--- src/rtl/seg_bus_pkg.sv ---
// Shared constants and types for the multiplexed four-digit display bus.
package seg_bus_pkg;

  localparam logic [3:0] AN_D0    = 4'b1110;
  localparam logic [3:0] AN_D1    = 4'b1101;
  localparam logic [3:0] AN_D2    = 4'b1011;
  localparam logic [3:0] AN_D3    = 4'b0111;
  localparam logic [3:0] AN_BLANK = 4'b0000;
  localparam logic [3:0] AN_IDLE  = 4'b1111;

  localparam int IDLE_MAX_DEFAULT = 8;

  typedef enum logic {
    HUNT,
    COLLECT
  } rx_state_t;

endpackage

--- src/rtl/seg_bus_receiver_if.sv ---
// Display bus plus receiver status; master drives the scan, slave is the receiver.
interface seg_bus_receiver_if;

  logic [3:0]  an_in;
  logic [3:0]  digit_in;
  logic [15:0] value;
  logic        frame_valid;
  logic        locked;
  logic        err;
  logic [7:0]  err_count;

  modport master (
    output an_in, digit_in,
    input  value, frame_valid, locked, err, err_count
  );

  modport slave (
    input  an_in, digit_in,
    output value, frame_valid, locked, err, err_count
  );

endinterface

--- src/rtl/seg_an_decoder.sv ---
// Classifies an active-low digit-enable pattern into strobe/index, blank, idle or illegal.
module seg_an_decoder
  import seg_bus_pkg::*;
(
  input  logic [3:0] an_in,
  output logic       strobe,
  output logic [1:0] idx,
  output logic       blank,
  output logic       idle,
  output logic       illegal
);

  always_comb begin
    strobe  = 1'b0;
    idx     = 2'd0;
    blank   = 1'b0;
    idle    = 1'b0;
    illegal = 1'b0;
    case (an_in)
      AN_D0:    begin strobe = 1'b1; idx = 2'd0; end
      AN_D1:    begin strobe = 1'b1; idx = 2'd1; end
      AN_D2:    begin strobe = 1'b1; idx = 2'd2; end
      AN_D3:    begin strobe = 1'b1; idx = 2'd3; end
      AN_BLANK: blank   = 1'b1;
      AN_IDLE:  idle    = 1'b1;
      default:  illegal = 1'b1;
    endcase
  end

endmodule

--- src/rtl/seg_bus_receiver.sv ---
// Reassembles the scanned 16-bit display value and tracks digit-sequence lock.
// Optional saturating error counter: define SEG_RX_ERRCNT_EN.
module seg_bus_receiver
  import seg_bus_pkg::*;
#(
  parameter int IDLE_MAX = IDLE_MAX_DEFAULT
) (
  input  logic              kHzclk,
  input  logic              reset,
  seg_bus_receiver_if.slave bus
);

  localparam int IW = $clog2(IDLE_MAX + 1);

  logic          strobe, blank, idle, illegal;
  logic [1:0]    idx;

  rx_state_t     state_q, state_d;
  logic [1:0]    expect_q, expect_d;
  logic [15:0]   shadow_q, shadow_d;
  logic [15:0]   value_q, value_d;
  logic          fv_q, fv_d;
  logic          locked_q, locked_d;
  logic          err_q, err_d;
  logic [IW-1:0] idle_q, idle_d;

  seg_an_decoder u_dec (
    .an_in   (bus.an_in),
    .strobe  (strobe),
    .idx     (idx),
    .blank   (blank),
    .idle    (idle),
    .illegal (illegal)
  );

  always_ff @(posedge kHzclk or posedge reset) begin
    if (reset) begin
      state_q  <= HUNT;
      expect_q <= 2'd0;
      shadow_q <= 16'h0000;
      value_q  <= 16'h0000;
      fv_q     <= 1'b0;
      locked_q <= 1'b0;
      err_q    <= 1'b0;
      idle_q   <= '0;
    end else begin
      state_q  <= state_d;
      expect_q <= expect_d;
      shadow_q <= shadow_d;
      value_q  <= value_d;
      fv_q     <= fv_d;
      locked_q <= locked_d;
      err_q    <= err_d;
      idle_q   <= idle_d;
    end
  end

  always_comb begin
    state_d  = state_q;
    expect_d = expect_q;
    shadow_d = shadow_q;
    value_d  = value_q;
    fv_d     = 1'b0;
    locked_d = locked_q;
    err_d    = 1'b0;
    idle_d   = '0;
    case (state_q)
      HUNT: begin
        if (strobe && idx == 2'd0) begin
          shadow_d[3:0] = bus.digit_in;
          expect_d      = 2'd1;
          state_d       = COLLECT;
        end
      end
      COLLECT: begin
        if (strobe && idx == expect_q) begin
          shadow_d[{expect_q, 2'b00} +: 4] = bus.digit_in;
          expect_d = expect_q + 2'd1;
          if (expect_q == 2'd3) begin
            value_d  = {bus.digit_in, shadow_q[11:0]};
            fv_d     = 1'b1;
            locked_d = 1'b1;
          end
        end else if (strobe || illegal) begin
          err_d    = 1'b1;
          locked_d = 1'b0;
          shadow_d = 16'h0000;
          // An out-of-order digit 0 is the start of a new frame, so keep it.
          if (strobe && idx == 2'd0) begin
            shadow_d[3:0] = bus.digit_in;
            expect_d      = 2'd1;
          end else begin
            state_d  = HUNT;
            expect_d = 2'd0;
          end
        end else if (blank) begin
          state_d  = HUNT;
          expect_d = 2'd0;
          locked_d = 1'b0;
        end else if (idle_q == IW'(IDLE_MAX - 1)) begin
          state_d  = HUNT;
          expect_d = 2'd0;
          locked_d = 1'b0;
        end else begin
          idle_d = idle_q + IW'(1);
        end
      end
      default: begin
        state_d  = HUNT;
        expect_d = 2'd0;
      end
    endcase
  end

  assign bus.value       = value_q;
  assign bus.frame_valid = fv_q;
  assign bus.locked      = locked_q;
  assign bus.err         = err_q;

`ifdef SEG_RX_ERRCNT_EN
  logic [7:0] err_cnt_q;

  always_ff @(posedge kHzclk or posedge reset) begin
    if (reset)
      err_cnt_q <= 8'h00;
    else if (err_d && err_cnt_q != 8'hFF)
      err_cnt_q <= err_cnt_q + 8'd1;
  end

  assign bus.err_count = err_cnt_q;
`else
  assign bus.err_count = 8'h00;
`endif

endmodule

--- src/flat_wrapper.sv ---
// flat-port wrapper written by rule: the top's interface ports become plain ports
module seg_bus_receiver_flat import seg_bus_pkg::*;
#(
  parameter int IDLE_MAX = IDLE_MAX_DEFAULT
)
  (kHzclk, reset, bus_an_in, bus_digit_in, bus_value, bus_frame_valid, bus_locked, bus_err, bus_err_count);
  seg_bus_receiver_if bus_i ();
  input  logic kHzclk;
  input  logic reset;
  input wire logic [$bits(bus_i.an_in)-1:0] bus_an_in;
  input wire logic [$bits(bus_i.digit_in)-1:0] bus_digit_in;
  output wire logic [$bits(bus_i.value)-1:0] bus_value;
  output wire logic [$bits(bus_i.frame_valid)-1:0] bus_frame_valid;
  output wire logic [$bits(bus_i.locked)-1:0] bus_locked;
  output wire logic [$bits(bus_i.err)-1:0] bus_err;
  output wire logic [$bits(bus_i.err_count)-1:0] bus_err_count;
  assign bus_i.an_in = bus_an_in;
  assign bus_i.digit_in = bus_digit_in;
  assign bus_value = bus_i.value;
  assign bus_frame_valid = bus_i.frame_valid;
  assign bus_locked = bus_i.locked;
  assign bus_err = bus_i.err;
  assign bus_err_count = bus_i.err_count;
  seg_bus_receiver #(.IDLE_MAX(IDLE_MAX)) u_core (.kHzclk(kHzclk), .reset(reset), .bus(bus_i));
endmodule
--- config.mk ---
export PLATFORM = sky130hd
export DESIGN_NAME = seg_bus_receiver_flat
export DESIGN_NICKNAME = d
export VERILOG_FILES = /design/src/rtl/seg_bus_pkg.sv /design/src/rtl/seg_bus_receiver_if.sv /design/src/rtl/seg_an_decoder.sv /design/src/rtl/seg_bus_receiver.sv /design/src/flat_wrapper.sv
export SDC_FILE = /design/constraint.sdc
export NUM_CORES = 1
export LEC_CHECK = 0
export BUFFER_PORTS_ARGS = -buffer_cell sky130_fd_sc_hd__clkbuf_2
export CAP_MARGIN = 20
export CELL_PAD_IN_SITES_DETAIL_PLACEMENT = 0
export CELL_PAD_IN_SITES_GLOBAL_PLACEMENT = 2
export CORE_MARGIN = 2
export CORE_UTILIZATION = 38
export DETAILED_ROUTE_END_ITERATION = 8
export PLACE_DENSITY_LB_ADDON = 0.1
export SLEW_MARGIN = 10
export SYNTH_ARGS = -nofsm -noshare
export SYNTH_HDL_FRONTEND = slang
export SYNTH_SLANG_ARGS = --single-unit
--- constraint.sdc ---
create_clock -name kHzclk -period 4.7 [get_ports kHzclk]
set_input_delay 0 -clock kHzclk [delete_from_list [all_inputs] [get_ports kHzclk]]
set_output_delay 0 -clock kHzclk [all_outputs]
set_load 0.01 [all_outputs]
==> summary.md <==
| Metric | Value |
|---|---|
| Core Rows | 26 |
| Area delta synth->final | 13.29% |
| Port bufs | 28 |
| Routability Congestion | around 0.77 |
| GRT Resource Usage Total | 0.1365 |
| Min-delay src | bus_digit_in[1] |
| CTS H-tree depth | 2 |
| Critical path arrival | ~2600 ps |
| IO Pins | 37 |
| Final critical-path share of the clock period | 0.5202 |
| Synth top area share | 0.4878 |
| CTS root buf | clkbuf_8 |
| Yosys Warn Count | 0 |
| Post-synthesis sequential area ratio | 0.4878 |
| Peak per-stage delay on the critical path | 480 ps |
| Static Leak | roughly 1.2 nW |
| Drt initial violations | 33 |
| Most frequent cells in the layout | dfrtp_1 (38), clkbuf_2 (28), mux2_2 (13), inv_1 (12), o21ai_0 (10) |
| Layout Skew | 2.842 ps |
| Antenna diode count | 0 |
| CTS tree | yes |
| DRC errors left | 0 |
| CP endpoint kind | flop |
| R2R cell count | 5 |
| Minimum clock period | 2445 ps |
| CORE AREA | between 0.005 and 0.006 sq mm |
| Antenna Nets Post-Route | 0 |
| Slowest CP cell | dfrtp_1 |
| Clk buf depth | 2 |
| Largest area contributor in the netlist | dfrtp_1 |
| NumNets Final | between 200 and 250 |
| Share of post-route cells with drive strength above 1 | 0.3163 |
| FMAX | 409.0 MHz |
| Post-CTS Hold Fix Bufs | 2 |
| Max_cap viols | 0 |
| Die width | ~76 microns |
| Starting Density | 0.3866 |
| Vias in the first global route | between 1000 and 1500 |
| Crit path cell chain | or3b_1, a21oi_2, or2_1, nand3_4, mux2_4 |
| Min-delay worst type | in2reg |
| Mean number of vias per cell | 4.680 |
| Worst skew pair latency | 290 ps |
| Reg-to-reg slack, setup | 2250 ps |
| Total die area | about 0.0057 sq mm |
| Power Density | 352.9 mW/mm^2 |
| Total setup buffers inserted after CTS | 0 |
| Worst hold margin | -0.8135 ps |
| Via Count | roughly 1200 |
| Worst vdd ir | between 0.1 and 0.15 mV |
| Setup violators final | 0 |
| Relative slew slack | 0.6215 |
| Reg-to-Reg End | u_core.bus.value[6] |
| Worst hold path cell count | 3 |
| Status | finished, violations left |
| Measured slew at the worst slew-check pin | approximately 570 ps |
| Startpoint types | flop |
| WHS Endpoint | u_core.shadow_q[1] |
| Final Slew Violations | 0 |
| Final setup TNS | 0 ps |
| RSZ-0062 raised after global routing | false |
| Seq cells post-synth | 38 |
| HPWL after detailed placement | 2633 microns |
| Post-Syn Area per Cell | approximately 12 sq um |
| Post-synth EDFFs | 0 |
| CTS Buf Count | 5 |
| Initial antenna violation count | 0 |
| Syn Inst Count | roughly 170 |
| DIE HEIGHT | roughly 76 microns |
| WP data required | about 4900 ps |
| WL final | 3595 microns |
| CP max FO | 18 |
| DRT Pass-1 Iters | 4 |
| Wire per inst | 13.52 microns |
| CP Class | reg2reg |
| Clock Sinks | 38 |
| Final hold vios | 1 |
| Area contributors post-synth | dfrtp_1 (49%), mux2_2 (7.5%), mux2_4 (6.2%) |
| Clk pin slew, worst setup/hold paths | about 70 ps |
| Dominant synthesized flop cell | dfrtp_1 |
| PnR Total Power | 0.0007794 W |
| Unique cell type count in the Yosys netlist | 40 |
| GRT Residual Overflow | 0 |
| First-pass GRT wire length | ~5700 microns |
| Dpl ws | approximately 2200 ps |
| Cell Area, Synth | slightly below 0.002 sq mm |
| Synth async-reset ratio | 1.000 |
| Pin count of the biggest net entering global routing | 39 |
| Reg2reg start | u_core.expect_q[1] |
| Commonest non-fill, non-tap cell in the layout | dfrtp_1 |
| Final worst slack | between 2000 and 2500 ps |
| Failing checks | negative hold slack |
| Post-CTS resize count | 0 |
## registers in the layout, indices dropped and copies added, names as in the netlist
| signal | flops |
|---|---|
| u_core.shadow_q | 12 |
| u_core.bus.value | 16 |
| u_core.expect_q | 2 |
| u_core.bus.locked | 1 |
| u_core.state_q | 1 |
| u_core.idle_q | 4 |
| u_core.bus.frame_valid | 1 |
| u_core.bus.err | 1 |
## cells by family (layout without fill, tap and decap cells)
family          after synthesis  count (layout)  synth area share
fa+ha+maj                     6               6           0.03851
xor+xnor                      2               2          0.008988
compound gates               23              23           0.08151
simple gates                 43              43            0.1425
other cells                   1               8          0.001924
mux                          25              25            0.1573
buf+inv                      28              51           0.08151
flops                        38              38            0.4878
## critical path, delay by kind of cell (launching register included)
kind	cells	cell delay, ps
muxes	1	390
AOI/OAI and AO/OA	1	230
and+or+nand+nor	3	1210
DFF	1	480
## cells in the mapped netlist, types with 2 or more instances
cell	instances
ha_1	6
a21oi_1	3
mux2_2	13
nor2_1	7
mux2i_1	4
mux2_4	8
a31oi_1	2
nand3_1	3
and4b_1	5
buf_2	4
o21ai_0	10
and2_1	2
nand2_1	8
and3_1	2
dfrtp_1	38
inv_1	12
nand3b_1	3
nand4b_1	5
buf_4	9
buf_6	2
## cell type report
class	count	area, sq um
Fill cell	485	2834
Sequential cell	38	950.9
Tap cell	70	87.58
Inverter	12	45.04
Multi-Input combinational cell	107	865.8
Clock buffer	7	86.33
Timing Repair Buffer	31	167.7
Clock inverter	1	5.005
## where the power goes
group          internal, W  leakage [nW]  switching (W)
logic            0.0000733         0.580      0.0000997
registers         0.000347         0.525      0.0000315
clock network     0.000118        0.0482       0.000110
## layer usage
metal | vias to the layer above | GRT usage | wire length [microns]
li1 | 627 | - | -
met3 | 6 | 0.04101 | 133
met5 | - | 0 | 0
met4 | 0 | 0.05848 | 64
met1 | 584 | 0.1701 | 1702
met2 | 28 | 0.2203 | 1695
## stage by stage
step                      std cells    util  cell area (sq um)
after floorplan                 173       -               1976
after global placement          256  0.4159               2097
after detailed placement        256  0.4159               2097
after CTS                       266  0.4380               2208
after global routing            266  0.4380               2208
final                           266  0.4380               2208
## worst max path at each step
stage	from	depth (start not counted)	endpoint
3_5_place_dp	u_core.expect_q[1]	5	u_core.bus.value[6]
3_3_place_gp	u_core.expect_q[1]	5	u_core.bus.value[8]
4_1_cts	u_core.expect_q[1]	5	u_core.bus.value[6]
2_1_floorplan	u_core.expect_q[1]	8	u_core.bus.value[10]
5_1_grt	u_core.expect_q[1]	5	u_core.bus.value[6]
6_report	u_core.expect_q[1]	5	u_core.bus.value[6]
(Power assumes the default switching activity.)
